===== src/rtl/cacheline_adaptor_pkg.sv =====
// Shared widths and FSM encoding for the cache-line <-> memory-burst adaptor.
package cacheline_adaptor_pkg;

    localparam int unsigned CL_LINE_W  = 256;
    localparam int unsigned CL_BURST_W = 64;
    localparam int unsigned CL_BEATS   = CL_LINE_W / CL_BURST_W;
    localparam int unsigned CL_ADDR_W  = 32;

    typedef enum logic [1:0] {
        IDLE  = 2'd0,
        READ  = 2'd1,
        WRITE = 2'd2,
        DONE  = 2'd3
    } state_e;

endpackage


===== src/rtl/cacheline_adaptor.sv =====
// Converts whole-line read/write requests into LINE_W/BURST_W beat bursts on the
// memory bus, assembling read beats into a line and slicing write lines into beats.
module cacheline_adaptor
    import cacheline_adaptor_pkg::*;
#(
    parameter int unsigned LINE_W  = CL_LINE_W,
    parameter int unsigned BURST_W = CL_BURST_W
) (
    input  logic                 clk,
    input  logic                 reset_n,
    input  logic                 pmem_read,
    input  logic                 pmem_write,
    input  logic [CL_ADDR_W-1:0] pmem_address,
    input  logic [LINE_W-1:0]    pmem_wdata,
    output logic [LINE_W-1:0]    pmem_rdata,
    output logic                 pmem_resp,
    output logic                 mem_read,
    output logic                 mem_write,
    output logic [CL_ADDR_W-1:0] mem_address,
    output logic [BURST_W-1:0]   mem_wdata,
    input  logic [BURST_W-1:0]   mem_rdata,
    input  logic                 mem_resp
);

    localparam int unsigned BEATS      = LINE_W / BURST_W;
    localparam int unsigned CNT_W      = (BEATS > 1) ? $clog2(BEATS) : 1;
    localparam int unsigned LINE_BYTES = LINE_W / 8;
    localparam logic [CL_ADDR_W-1:0] ADDR_MASK = ~(CL_ADDR_W'(LINE_BYTES) - CL_ADDR_W'(1));
    localparam logic [CNT_W-1:0]     LAST_BEAT = CNT_W'(BEATS - 1);

    state_e                 state_q, state_d;
    logic [CNT_W-1:0]       cnt_q, cnt_d;
    logic [CL_ADDR_W-1:0]   addr_q, addr_d;
    logic [LINE_W-1:0]      wline_q, wline_d;
    logic [LINE_W-1:0]      rdata_q, rdata_d;
    logic [BURST_W-1:0]     mem_wdata_q, mem_wdata_d;
    logic                   mem_read_q, mem_read_d;
    logic                   mem_write_q, mem_write_d;
    logic                   pmem_resp_q, pmem_resp_d;

    // Next-state, datapath and registered-output decode.
    always_comb begin
        state_d     = state_q;
        cnt_d       = cnt_q;
        addr_d      = addr_q;
        wline_d     = wline_q;
        rdata_d     = rdata_q;
        mem_wdata_d = '0;
        mem_read_d  = 1'b0;
        mem_write_d = 1'b0;
        pmem_resp_d = 1'b0;

        unique case (state_q)
            IDLE: begin
                cnt_d = '0;
                // Read has priority; a concurrent write stays pending for the next IDLE.
                if (pmem_read) begin
                    addr_d  = pmem_address & ADDR_MASK;
                    state_d = READ;
                end else if (pmem_write) begin
                    addr_d  = pmem_address & ADDR_MASK;
                    wline_d = pmem_wdata;
                    state_d = WRITE;
                end
            end
            READ: begin
                if (mem_resp) begin
                    for (int unsigned b = 0; b < BEATS; b++) begin
                        if (cnt_q == CNT_W'(b)) begin
                            rdata_d[b*BURST_W +: BURST_W] = mem_rdata;
                        end
                    end
                    if (cnt_q == LAST_BEAT) begin
                        cnt_d   = '0;
                        state_d = DONE;
                    end else begin
                        cnt_d = CNT_W'(cnt_q + CNT_W'(1));
                    end
                end
            end
            WRITE: begin
                if (mem_resp) begin
                    if (cnt_q == LAST_BEAT) begin
                        cnt_d   = '0;
                        state_d = DONE;
                    end else begin
                        cnt_d = CNT_W'(cnt_q + CNT_W'(1));
                    end
                end
            end
            DONE: begin
                cnt_d   = '0;
                state_d = IDLE;
            end
            default: begin
                cnt_d   = '0;
                state_d = IDLE;
            end
        endcase

        if (state_d == READ) begin
            mem_read_d = 1'b1;
        end
        if (state_d == WRITE) begin
            mem_write_d = 1'b1;
            for (int unsigned b = 0; b < BEATS; b++) begin
                if (cnt_d == CNT_W'(b)) begin
                    mem_wdata_d = wline_d[b*BURST_W +: BURST_W];
                end
            end
        end
        if (state_d == DONE) begin
            pmem_resp_d = 1'b1;
        end
    end

    // State and datapath registers; reset clears everything, abandoning any burst.
    always_ff @(posedge clk or negedge reset_n) begin
        if (!reset_n) begin
            state_q     <= IDLE;
            cnt_q       <= '0;
            addr_q      <= '0;
            wline_q     <= '0;
            rdata_q     <= '0;
            mem_wdata_q <= '0;
            mem_read_q  <= 1'b0;
            mem_write_q <= 1'b0;
            pmem_resp_q <= 1'b0;
        end else begin
            state_q     <= state_d;
            cnt_q       <= cnt_d;
            addr_q      <= addr_d;
            wline_q     <= wline_d;
            rdata_q     <= rdata_d;
            mem_wdata_q <= mem_wdata_d;
            mem_read_q  <= mem_read_d;
            mem_write_q <= mem_write_d;
            pmem_resp_q <= pmem_resp_d;
        end
    end

    assign pmem_rdata  = rdata_q;
    assign pmem_resp   = pmem_resp_q;
    assign mem_read    = mem_read_q;
    assign mem_write   = mem_write_q;
    assign mem_address = addr_q;
    assign mem_wdata   = mem_wdata_q;

endmodule


===== config.mk =====
export PLATFORM = sky130hd
export DESIGN_NAME = cacheline_adaptor
export DESIGN_NICKNAME = d
export VERILOG_FILES = /design/src/rtl/cacheline_adaptor_pkg.sv /design/src/rtl/cacheline_adaptor.sv
export SDC_FILE = /design/constraint.sdc
export NUM_CORES = 1
export LEC_CHECK = 0
export ABC_AREA = 0
export CELL_PAD_IN_SITES_DETAIL_PLACEMENT = 0
export CELL_PAD_IN_SITES_GLOBAL_PLACEMENT = 2
export CORE_MARGIN = 4
export CORE_UTILIZATION = 29
export DETAILED_ROUTE_END_ITERATION = 10
export GPL_TIMING_DRIVEN = 0
export PLACE_DENSITY = 0.74
export REMOVE_ABC_BUFFERS = 1
export SYNTH_ARGS = -nofsm -noshare
export SYNTH_HDL_FRONTEND = slang
export SYNTH_SLANG_ARGS = --single-unit

===== constraint.sdc =====
create_clock -name clk -period 2.35 [get_ports clk]
set_input_delay 0.235 -clock clk [delete_from_list [all_inputs] [get_ports clk]]
set_output_delay 0.235 -clock clk [all_outputs]
set_load 0.05 [all_outputs]

Word level (Yosys, flattened, before mapping)
Cells that the tools add are included.
- bits in registers: 615
- word-level logic and storage cells: 57
- output and inout bits: 355
- multiplexer cells: 21
- reductions and logical operators: 11
- eq/ne operators: 12
- $add $sub $neg: 1
- operators with widths (cell ; number):
    2-to-1 mux 256 bit ; 3
    2-to-1 mux 64 bit ; 5
    2-to-1 mux 32 bit ; 2
    equality test 2 bit (second input constant) ; 8
    2-to-1 mux 2 bit ; 6
    AND reduction 3 bit ; 4
    equality test 2 x 1 -> 1 bit (second input constant) ; 4
    logical NOT 2 bit ; 3
    one-hot mux 2 bit (3 select lines) ; 1
    one-hot mux 2 bit (2 select lines) ; 1
    OR reduction 2 bit ; 2
    2-to-1 mux 1 bit ; 3
    adder 2 x 1 -> 2 bit (second input constant) ; 1
    AND reduction 2 bit ; 1
    nonzero test 2 bit ; 1

Longest topological paths before layout
Gate-level depths: netlist of run 1.
- depth in word-level cells: 10
- gate-level depth with buffers: 10
- mapped depth without buffers: 7

Least setup slack after synthesis of run 1
OpenSTA, ideal clock, no wires.
- path kind: flip-flop to flip-flop
- from: reg cnt_q[0]
- to: reg mem_wdata_q[29] (netlist: mem_wdata[29])
- arrival: 2.234 ns
- data required time: 2.224 ns
- path slack: -0.009 ns
- library setup time: 0.126 ns
- period minus slack after synthesis: 2.359 ns
- stages on the path, launching flop included: 9
- cells stage by stage: dfrtp_1 clkbuf_1 inv_1 ha_1 and4bb_2 o21a_1 clkbuf_1 clkbuf_1 o311a_1
- cells in the longest elaborated chain, start to end: 10
- ends and longest elaborated chain (what ; RTL line ; RTL):
    start, declared ; cacheline_adaptor.sv:32 ; logic [CNT_W-1:0] cnt_q, cnt_d;
    start signal, assigned ; cacheline_adaptor.sv:131 ; cnt_q <= cnt_d;
    adder 2 x 1 -> 2 bit or equality test 2 bit (tied branches) ; n/a ;
    2-to-1 mux 2 bit ; cacheline_adaptor.sv:73, cacheline_adaptor.sv:83 ;
    2-to-1 mux 2 bit ; cacheline_adaptor.sv:82 ; if (mem_resp) begin
    one-hot mux 2 bit (2 select lines) ; cacheline_adaptor.sv:53 ; unique case (state_q)
    logical NOT 2 bit ; cacheline_adaptor.sv:107 ; if (cnt_d == CNT_W'(b)) begin
    2-to-1 mux 64 bit (4 in a row) ; cacheline_adaptor.sv:107 ;
    2-to-1 mux 64 bit * ; cacheline_adaptor.sv:104 ; if (state_d == WRITE) begin
    net mem_wdata_d[29] ; cacheline_adaptor.sv:36 ; logic [BURST_W-1:0] mem_wdata_q, mem_wdata_d;
    end signal, assigned ; cacheline_adaptor.sv:135 ; mem_wdata_q <= mem_wdata_d;
    end, declared ; cacheline_adaptor.sv:36 ;
The timed path passes the listed nets; every way through them passes the cells marked *.
A chain may end at the register's enable or synchronous reset.

Final worst setup path of run 1
- from: reg state_q[1]
- to: reg mem_wdata_q[14] (netlist: mem_wdata[14])
- RTL lines (what ; RTL line ; RTL):
    start, declared ; cacheline_adaptor.sv:31 ; state_e state_q, state_d;
    start signal, assigned ; cacheline_adaptor.sv:130 ; state_q <= state_d;
    logical NOT 2 bit ; cacheline_adaptor.sv:53 ;
    2-to-1 mux 256 bit ; cacheline_adaptor.sv:53 ;
    net wline_d[78] ; cacheline_adaptor.sv:34 ; logic [LINE_W-1:0] wline_q, wline_d;
    2-to-1 mux 64 bit (3 in a row) ; cacheline_adaptor.sv:107 ;
    2-to-1 mux 64 bit ; cacheline_adaptor.sv:104 ;
    net mem_wdata_d[14] ; cacheline_adaptor.sv:36 ;
The timed path passes the listed nets, and every way through them passes these cells.

==> flow_metrics.tcl, run 1 <==
set metrics [dict create \
    internal_cell_power_w 0.0349 \
    critical_path.top_delay_family "buffers and inverters" \
    grt_first_pass_wirelength_um 129000 \
    synthTopCellsByCount "610 x sky130_fd_sc_hd__dfrtp_1, 478 x sky130_fd_sc_hd__mux2_2, 62 x sky130_fd_sc_hd__clkbuf_1" \
    power.total_w 0.0599 \
    outcome "complete, but fails checks" \
    critical_path.cell_chain "inv_2, ha_4, and3b_4, buf_16, buf_16, buf_16, buf_12, buf_12, clkbuf_16, mux2_4, nor2b_4, o311a_1" \
    utilization 0.446 \
    pwr-share-clk 0.187 \
    cell_with_the_most_instances_after_synthesis "sky130_fd_sc_hd__dfrtp_1" \
    setup-violations-final 52 \
    yosysWarnings 0 \
    netlist_area_um2 24400 \
    clk_transition_reported_paths_ps 60 \
    synth_sequential_area_ratio 0.625 \
    fp.dieW_um 298 \
    synth.top_cell.area_share 0.625 \
    tightest_slew_ps 1060 \
    synth_area_leader_cell "sky130_fd_sc_hd__dfrtp_1" \
    cts-root-buf "sky130_fd_sc_hd__clkbuf_16" \
    max_slew_margin 0.295 \
    post_layout_nets 2726 \
    ctsHtreeMaxLevel 3 \
    first_drt_pass_iteration_count 5 \
    buf_inv_on_cp 7 \
    core_region_area_um2 83600 \
    port_bufs 701 \
    synth-edff-count 0 \
    route.detailed.wl_per_inst_um 25.3 \
    overflow 0 \
    mean_post_synth_cell_area_um2 15.6 \
    syn-instance-count 1569 \
    io_pins 712 \
    drt_first_iter_violations 738 \
    ffs_w_async_s_r_synth 1.00 \
    gp_congestion 0.811 \
    grt_start_max_net_pins 122 \
    worst-endpoint-arrival_ps 3030 \
    ys_seq_elements 610 \
    synth_mux_area_frac 0.254 \
    dieArea_um2 88900 \
    globalRouteTotalUtil 0.193 \
    synth_cell_types 39 \
    dpl.cell_count 3276 \
    skew_ps 27.6 \
    placement.cell_area_um2 33100 \
    synth-xor-area-share 0 \
    cts_inserted_buffers 72 \
    routed_wl_um 89100 \
    post-route-period-util 1.08 \
    pwr_density_cell_nw_per_um2 1610 \
    vias 17000 \
    growth_of_design_area_from_synthesis_to_finish_pct 52.5 \
    initial_utilization 0.292 \
    synth-compound-area-share 0.0556 \
    synthTopCellsByArea "sky130_fd_sc_hd__dfrtp_1 62%, sky130_fd_sc_hd__mux2_2 22%, sky130_fd_sc_hd__mux2_4 2.5%, sky130_fd_sc_hd__o311a_1 2.4%, sky130_fd_sc_hd__a32o_1 2.3%" \
    min_cycle_time_layout_ps 2550 \
    final_area_um2 37300 \
    maxCapViolations 0 \
    finalHoldViolations 0 \
    setup_ws_ps -197 \
    clock_buffer_depth 3 \
    cp-end-kind "flop" \
    drive_gt1_frac 0.347 \
    clock_sink_count 610 \
    worst_path_largest_cell_delay_ps 390 \
    min_path_type "in2async" \
    final_hpwl_from_detailed_placement_um 58300 \
    die-height_um 298 \
    vias_in_the_first_global_route 18700 \
    timing_worst_setup_path_type "reg2reg" \
    netSwitchingPower_w 0.0250 \
    route.detailed.drc 0 \
    preCtsSetupSlack_ps -1640 \
    cts_tree "built" \
    cpMostUsedCell "sky130_fd_sc_hd__buf_16" \
    power_leakage_nw 16.1 \
    crit_fanout 6 \
    critPathRequiredTime_ps 2830 \
    viasPerCell 4.82 \
    yosys_most_used_dff "sky130_fd_sc_hd__dfrtp_1" \
    combPwrFrac 0.521 \
    critPathLaunchType "flop" \
    grt_setup_unrepaired "true" \
    clkLatencyLatePin_ps 610 \
    slew_viol_final 0 \
    timing.fmax_ghz 0.393 \
    route.antenna.remaining_nets 0 \
    synthAdderAreaFrac 0.00359 \
    power.switching_fraction 0.417 \
    dominant_combinational_cell_family_by_area_after_synthesis "multiplexers" \
    regToRegSetupSlack_ps -200 \
    crit_slowest_cell "sky130_fd_sc_hd__dfrtp_1" \
    failing_checks "negative setup slack" \
    stdcell_count 3518 \
    pwr-share-seq 0.292 \
    synth_simple_gate_area_share 0.0356 \
    ir_drop_v 0.000673 \
    floorplan.rows 106 \
    antenna_violations_before_repair 47 \
]
-- flip-flops by register name (all words and copies together) (netlist names) --
| name | count |
|---|---|
| cnt_q | 2 |
| mem_write | 1 |
| mem_wdata | 64 |
| pmem_rdata | 256 |
| state_q | 2 |
| mem_address | 27 |
| wline_q | 256 |
| pmem_resp | 1 |
| mem_read | 1 |
-- power groups by stage --
stage	clock, W	combinational, W	sequential, W
final	0.0112	0.0312	0.0175
after detailed placement	0	0.0292	0.0176
after CTS	0.0116	0.0308	0.0175
after global routing	0.0120	0.0325	0.0180
after floorplan	0	0.00888	0.0269
after global placement	0	0.0266	0.0176
-- metrics by stage --
step	TNS, ps	hold slack, ps
after floorplan	-2039720	-60.6
after global placement	-	462
after detailed placement	-279220	263
after CTS	-7890	177
after global routing	-11400	218
final	-6340	198
-- per-layer routing --
metal	GRT usage	wire length (um)
met4	0.0776	3260
met1	0.213	33700
met3	0.0849	8750
met5	0	237
met2	0.327	43200
-- cell usage in the layout (no fill, tap or decap), types with 5 or more instances in the layout --
cell type                         instances
sky130_fd_sc_hd__mux2_1                   6
sky130_fd_sc_hd__nor2_1                  11
sky130_fd_sc_hd__nor2b_1                 50
sky130_fd_sc_hd__mux2_4                 112
sky130_fd_sc_hd__buf_12                  19
sky130_fd_sc_hd__inv_1                   12
sky130_fd_sc_hd__buf_8                    6
sky130_fd_sc_hd__dfrtp_1                608
sky130_fd_sc_hd__clkbuf_1                16
sky130_fd_sc_hd__clkbuf_8                13
sky130_fd_sc_hd__o22ai_1                  7
sky130_fd_sc_hd__o311a_1                 57
sky130_fd_sc_hd__a32o_1                  53
sky130_fd_sc_hd__clkdlybuf4s50_1        698
sky130_fd_sc_hd__or2_2                   39
sky130_fd_sc_hd__diode_2                 25
sky130_fd_sc_hd__buf_16                  36
sky130_fd_sc_hd__clkbuf_16               78
sky130_fd_sc_hd__mux2_2                 414
sky130_fd_sc_hd__or2_1                   14
sky130_fd_sc_hd__bufinv_16                5
sky130_fd_sc_hd__nor2b_4                  6
sky130_fd_sc_hd__clkinv_2                10
sky130_fd_sc_hd__conb_1                   5
sky130_fd_sc_hd__buf_4                   40
sky130_fd_sc_hd__mux2i_1                  7
sky130_fd_sc_hd__buf_6                    7
-- cell families (layout without fill, tap and decap cells) --
logic type      after synthesis  count (layout)
mux                         539             539
flops                       610             610
other cells                   1              30
fa+ha+maj                     7               7
simple gates                144             147
compound gates              145             146
buf+inv                     123             959
-- final timing paths --
| check | cells past startpoint | endpoint | from |
|---|---|---|---|
| hold / removal | 2 | wline_q[162]$_DFF_PN0_ | reset_n |
| setup reg to reg | 12 | mem_wdata[14]$_DFF_PN0_ | state_q[1]$_DFF_PN0_ |
| setup / recovery | 12 | mem_wdata[14]$_DFF_PN0_ | state_q[1]$_DFF_PN0_ |
| max in group asynchronous | 4 | pmem_rdata[27]$_DFFE_PN0P_ | reset_n |
| min in group clk | 2 | wline_q[234]$_DFF_PN0_ | pmem_wdata[234] |
| hold reg to reg | 1 | wline_q[214]$_DFF_PN0_ | wline_q[214]$_DFF_PN0_ |
-- layout make-up --
type | count | area (um2)
clock inverters | 24 | 308
well taps | 1080 | 1350
diodes | 25 | 62.6
clock buffers | 101 | 2040
inverters | 17 | 66.3
repair buffers | 817 | 9070
fillers | 7519 | 46300
flip-flops and latches | 610 | 15300
multi-input cells | 844 | 9100
-- worst reg2reg max path: cells and delay by family, from the launching register on --
family                   cells  cell delay (ps)
AO/OA/AOI/OAI                1              330
adder cells (fa/ha/maj)      1              130
buffers and inverters        7              900
flip-flops                   1              390
multiplexers                 1              310
AND/OR/NAND/NOR              2              370
-- repair_timing --
action,in CTS,in global routing
hold buffers,1,0
cloned,23,7
endpoints found under the setup margin,272,103
buffers inserted,55,9
endpoints found under the hold margin,71,0
pin swaps,28,28
gates resized for setup,83,74
No activity file was read; power rests on OpenSTA's default activity.
==> run 2, diff against run 1 <==
- CORE_UTILIZATION: 29 -> 32
- PLACE_DENSITY: 0.74 -> 0.77
- clock period: 2.35 -> 2.8 ns (I/O delays scaled with it)
==> run 2 against run 1 <==
Against the previous run: the flow now finishes without violations; combinational power is 20% lower; wire length decreased by 5.5%; sequential cell count unchanged; largest power group unchanged.
==> flow_metrics.tcl, run 2 (synthesis results as in run 1) <==
set metrics [dict create \
    crit_fanout 18 \
    cp-end-kind "flop" \
    clk_transition_reported_paths_ps 70 \
    rr_worst_depth 9 \
    critPathLaunchType "flop" \
    power.switching_fraction 0.421 \
    route.antenna.remaining_nets 0 \
    regToRegSetupSlack_ps 110 \
    power_leakage_nw 15.3 \
    overflow 0 \
    first_drt_pass_iteration_count 6 \
    outcome "complete, no violations" \
    port_bufs 701 \
    tightest_slew_ps 862 \
    preCtsSetupSlack_ps -824 \
    dpl.cell_count 3179 \
    stdcell_count 3342 \
    skew_ps 17.6 \
    pwr-share-seq 0.300 \
    fp.dieW_um 284 \
    buf_inv_on_cp 4 \
    globalRouteTotalUtil 0.200 \
    startpoint "cnt_q[1]$_DFF_PN0_" \
    final_area_um2 35600 \
    post-route-period-util 0.962 \
    initial_utilization 0.322 \
    power.total_w 0.0487 \
    worst_path_largest_cell_delay_ps 450 \
    timing_worst_setup_path_type "reg2reg" \
    cts-root-buf "sky130_fd_sc_hd__clkbuf_16" \
    combPwrFrac 0.511 \
    slew_viol_final 0 \
    vias 16400 \
    setup_ws_ps 108 \
    clock_buffer_depth 3 \
    max_slew_margin 0.426 \
    critical_path.top_delay_family "compound AO/OA/AOI/OAI gates" \
    placement.cell_area_um2 33100 \
    clock_sink_count 610 \
    ctsHtreeMaxLevel 3 \
    cts_tree "built" \
    gp_congestion 0.812 \
    grt_start_max_net_pins 113 \
    cts_inserted_buffers 71 \
    netSwitchingPower_w 0.0205 \
    die-height_um 284 \
    setup-violations-final 0 \
    min_cycle_time_layout_ps 2690 \
    maxCapViolations 0 \
    clkLatencyLatePin_ps 610 \
    drive_gt1_frac 0.310 \
    final_hpwl_from_detailed_placement_um 60500 \
    worst_r2r_startpoint "cnt_q[1]$_DFF_PN0_" \
    growth_of_design_area_from_synthesis_to_finish_pct 45.9 \
    vias_in_the_first_global_route 17600 \
    fin_setup_tns_ps 0 \
    critical_path.endpoint "mem_wdata[53]$_DFF_PN0_" \
    internal_cell_power_w 0.0282 \
    pwr_density_cell_nw_per_um2 1370 \
    leading_cell_type_in_the_layout_fill_and_taps_excluded "sky130_fd_sc_hd__clkdlybuf4s50_1" \
    timing.fmax_ghz 0.371 \
    timing.rr.end "mem_wdata[53]$_DFF_PN0_" \
    most-common-layout-cells "700 x sky130_fd_sc_hd__clkdlybuf4s50_1, 609 x sky130_fd_sc_hd__dfrtp_1, 478 x sky130_fd_sc_hd__mux2_2, 74 x sky130_fd_sc_hd__clkbuf_16" \
    routed_wl_um 84200 \
    drt_first_iter_violations 711 \
    cp_num_cells 9 \
    ir_drop_v 0.000681 \
    pwr-share-clk 0.189 \
    critPathRequiredTime_ps 3280 \
    antenna_violations_before_repair 48 \
    io_pins 712 \
    dieArea_um2 80800 \
    min_path_type "in2async" \
    post_layout_nets 2650 \
    finalHoldViolations 0 \
    worst-endpoint-arrival_ps 3170 \
    crit_slowest_cell "sky130_fd_sc_hd__dfrtp_1" \
    grt_setup_unrepaired "false" \
    route.detailed.wl_per_inst_um 25.2 \
    core_region_area_um2 75800 \
    critical_path.cell_chain "inv_1, ha_2, and4bb_2, o21ai_4, buf_12, buf_16, buf_16, o22ai_2, a2111oi_1" \
    cpMostUsedCell "sky130_fd_sc_hd__buf_16" \
    viasPerCell 4.90 \
    grt_first_pass_wirelength_um 122000 \
    route.detailed.drc 0 \
    floorplan.rows 101 \
]
==> run 2: cell count changes in the layout (fill, tap and decap cells not counted), moves of 6 or more <==
| cell | before | now |
|---|---|---|
| sky130_fd_sc_hd__mux2_4 | 112 | 40 |
| sky130_fd_sc_hd__buf_6 | 7 | 0 |
| sky130_fd_sc_hd__mux2_1 | 6 | 14 |
| sky130_fd_sc_hd__nor2b_4 | 6 | 0 |
| sky130_fd_sc_hd__buf_4 | 40 | 6 |
| sky130_fd_sc_hd__buf_16 | 36 | 25 |
| sky130_fd_sc_hd__buf_12 | 19 | 5 |
| sky130_fd_sc_hd__nor2b_1 | 50 | 58 |
| sky130_fd_sc_hd__mux2_2 | 414 | 478 |
==> run 2: power groups by stage <==
stage	logic, W	clock network (W)	registers, W
after CTS	0.0250	0.00949	0.0146
after global placement	0.0233	0	0.0148
after detailed placement	0.0248	0	0.0148
after floorplan	0.00746	0	0.0226
final	0.0249	0.00919	0.0146
after global routing	0.0259	0.00983	0.0151
==> run 2: final cells by class <==
class,count,area (um2)
antenna,29,72.6
inverter,17,68.8
clock buffer,103,2040
clock inverter,19,264
multi-input combinational,841,8700
sequential,610,15300
tap,978,1220
timing repair buffer,745,8020
fill,6658,40200
==> run 2: worst min path at each step <==
stage	slack, ps	end	from	depth (start not counted)
after floorplan	-20	cnt_q[0]$_DFF_PN0_	reset_n	0
after global placement	460	wline_q[136]$_DFF_PN0_	wline_q[136]$_DFF_PN0_	2
after global routing	210	pmem_rdata[187]$_DFFE_PN0P_	reset_n	2
after CTS	170	pmem_rdata[187]$_DFFE_PN0P_	reset_n	2
final	200	pmem_rdata[123]$_DFFE_PN0P_	reset_n	2
after detailed placement	240	pmem_rdata[123]$_DFFE_PN0P_	reset_n	1
==> run 2: routing by layer <==
metal,wire (um),track usage,part of all wire,vias to the layer above
met1,32100,0.231,0.38,8441
met4,3560,0.0927,0.042,30
met3,7240,0.0783,0.086,183
met2,41000,0.329,0.49,562
met5,199,0,0.0024,-
li1,-,-,-,7165
==> run 2: repair_timing <==
item	in CTS	in global routing
endpoints found under the hold margin	50	0
gates resized for setup	4	2
pin swaps	2	1
gates cloned	2	3
setup buffers	4	2
endpoints found under the setup margin	47	22
hold buffers	1	0
==> run 2: stage by stage <==
step,hold slack [ps],util
detailed placement,237,0.436
finish,195,0.470
CTS,174,0.468
global route,211,0.470
floorplan,-15.6,-
global placement,462,0.424
==> run 2: worst register-to-register path, cell delays in order (launching register included) <==
cell                        delay, ps
sky130_fd_sc_hd__dfrtp_1          450
sky130_fd_sc_hd__inv_1            170
sky130_fd_sc_hd__ha_2             350
sky130_fd_sc_hd__and4bb_2         290
sky130_fd_sc_hd__o21ai_4          190
sky130_fd_sc_hd__buf_12           190
sky130_fd_sc_hd__buf_16           180
sky130_fd_sc_hd__buf_16           170
sky130_fd_sc_hd__o22ai_2          180
sky130_fd_sc_hd__a2111oi_1        390
==> run 3, diff against run 2 <==
- CORE_MARGIN: 4 -> not set
- PLACE_DENSITY: 0.77 -> 0.85
==> run 3 against run 2 <==
Against the previous run: sequential share of layout area grew 0.19 points; setup slack gained 11 ps; total power shrank 0.77%; critical path type unchanged; highest routed layer unchanged.
==> flow_metrics.tcl, run 3 (synthesis results as in run 1) <==
set metrics [dict create \
    min_path_type "in2async" \
    clock_sink_count 610 \
    growth_of_design_area_from_synthesis_to_finish_pct 45.3 \
    clkLatencyLatePin_ps 610 \
    cp-end-kind "flop" \
    setup-violations-final 0 \
    critPathRequiredTime_ps 3280 \
    crit_fanout 27 \
    grt_setup_unrepaired "false" \
    critical_path.endpoint "mem_wdata[62]$_DFF_PN0_" \
    regToRegSetupSlack_ps 120 \
    vias 16300 \
    io_pins 712 \
    globalRouteTotalUtil 0.205 \
    power.total_w 0.0483 \
    rr_worst_depth 9 \
    timing_worst_setup_path_type "reg2reg" \
    ir_drop_v 0.000778 \
    cp_num_cells 9 \
    cts_inserted_buffers 70 \
    timing.fmax_ghz 0.373 \
    grt_first_pass_wirelength_um 119000 \
    initial_utilization 0.326 \
    drive_gt1_frac 0.312 \
    finalHoldViolations 0 \
    ctsHtreeMaxLevel 3 \
    gp_congestion 0.822 \
    worst_path_largest_cell_delay_ps 400 \
    outcome "complete, no violations" \
    antenna_violations_before_repair 20 \
    route.antenna.remaining_nets 0 \
    vias_in_the_first_global_route 17600 \
    floorplan.rows 100 \
    critPathLaunchType "flop" \
    critical_path.cell_chain "inv_2, ha_4, and3b_4, buf_16, buf_16, buf_16, mux2_2, a32o_1, o311a_1" \
    power_leakage_nw 15.3 \
    worst-endpoint-arrival_ps 3160 \
    route.detailed.drc 0 \
    grt_start_max_net_pins 120 \
    buf_inv_on_cp 4 \
    route.detailed.wl_per_inst_um 24.2 \
    dieArea_um2 77400 \
    startpoint "state_q[1]$_DFF_PN0_" \
    core_region_area_um2 74900 \
    tightest_slew_ps 907 \
    worst_r2r_startpoint "state_q[1]$_DFF_PN0_" \
    first_drt_pass_iteration_count 4 \
    clock_buffer_depth 3 \
    cts-root-buf "sky130_fd_sc_hd__clkbuf_16" \
    cpMostUsedCell "sky130_fd_sc_hd__buf_16" \
    leading_cell_type_in_the_layout_fill_and_taps_excluded "sky130_fd_sc_hd__clkdlybuf4s50_1" \
    slew_viol_final 0 \
    port_bufs 701 \
    critical_path.top_delay_family "buffers and inverters" \
    overflow 0 \
    cts_tree "built" \
    skew_ps 22.3 \
    hold_slack_ps 269 \
    crit_slowest_cell "sky130_fd_sc_hd__dfrtp_1" \
    timing.rr.end "mem_wdata[62]$_DFF_PN0_" \
    final_hpwl_from_detailed_placement_um 57100 \
    maxCapViolations 0 \
    viasPerCell 4.91 \
    routed_wl_um 80000 \
    die-height_um 278 \
    post-route-period-util 0.958 \
    fillerInstances 6470 \
    drt_first_iter_violations 759 \
    clk_transition_reported_paths_ps 60 \
    min_cycle_time_layout_ps 2680 \
    post_layout_nets 2649 \
    fp.dieW_um 278 \
    pwr_density_cell_nw_per_um2 1360 \
    max_slew_margin 0.395 \
    most-common-layout-cells "700 x sky130_fd_sc_hd__clkdlybuf4s50_1, 609 x sky130_fd_sc_hd__dfrtp_1, 478 x sky130_fd_sc_hd__mux2_2, 70 x sky130_fd_sc_hd__clkbuf_16" \
]
## run 3: cell types whose count changed in the layout (fill, tap and decap cells not counted), moves of 3 or more
cell / previous run / this run
sky130_fd_sc_hd__buf_16: 25 / 21
sky130_fd_sc_hd__diode_2: 29 / 13
sky130_fd_sc_hd__clkbuf_1: 18 / 10
sky130_fd_sc_hd__bufbuf_16: 1 / 4
sky130_fd_sc_hd__clkinv_2: 6 / 9
sky130_fd_sc_hd__clkbuf_16: 74 / 70
## run 3: how the worst min path moves through the flow
stage                           start                           to  slack (ps)  depth (start not counted)
2_1_floorplan                 reset_n           cnt_q[0]$_DFF_PN0_         -20                          0
3_3_place_gp   wline_q[215]$_DFF_PN0_       wline_q[215]$_DFF_PN0_         460                          1
3_5_place_dp                  reset_n        wline_q[47]$_DFF_PN0_         330                          1
4_1_cts                       reset_n        wline_q[47]$_DFF_PN0_         240                          2
5_1_grt              pmem_address[16]  mem_address[16]$_DFFE_PN0P_         260                          2
6_report                      reset_n        wline_q[47]$_DFF_PN0_         270                          2
## run 3: per-stage QoR
step	TNS (ps)	instance area [um2]	cells	setup slack, ps	util
after global routing	0	35500	3310	41.9	0.473
after detailed placement	-53090	33000	3166	-917	0.440
after floorplan	-1779760	23900	1467	-5880	-
final	0	35500	3311	118	0.474
after global placement	-	32100	3137	-25160	0.428
after CTS	0	35400	3294	43.6	0.473
## run 3: final cells by class
class | instances | area [um2] | share of cell area
diodes | 13 | 32.5 | 0.000917
clock buffers | 96 | 2010 | 0.0566
clock inverters | 20 | 245 | 0.00691
inverters | 17 | 66.3 | 0.00187
multi-input cells | 841 | 8680 | 0.245
flip-flops and latches | 610 | 15300 | 0.430
well taps | 969 | 1210 | 0.0342
repair buffers | 745 | 7980 | 0.225
## run 3: routing by layer
metal	wire length, um	GRT usage	vias up	part of all wire
li1	-	-	7138	-
met1	30900	0.238	8412	0.39
met2	40300	0.351	525	0.50
met3	5460	0.0621	163	0.068
met4	3200	0.0880	14	0.040
met5	88	0	-	0.0011
## run 3: where the power goes
part	total, W	leakage (nW)	internal (W)	switching, W
clock	0.00902	1.12	0.00532	0.00370
sequential	0.0146	7.55	0.0130	0.00160
combinational	0.0247	6.58	0.00969	0.0150
total	0.0483	15.3	0.0280	0.0203
## run 3: what timing repair did
item,4_1_cts,5_1_grt
hold buffers,1,0
buffers inserted,5,4
cloned,6,0
endpoints found under the setup margin,89,26
hold endpoints to repair,87,0
pin swaps,2,1
gates resized for setup,2,5
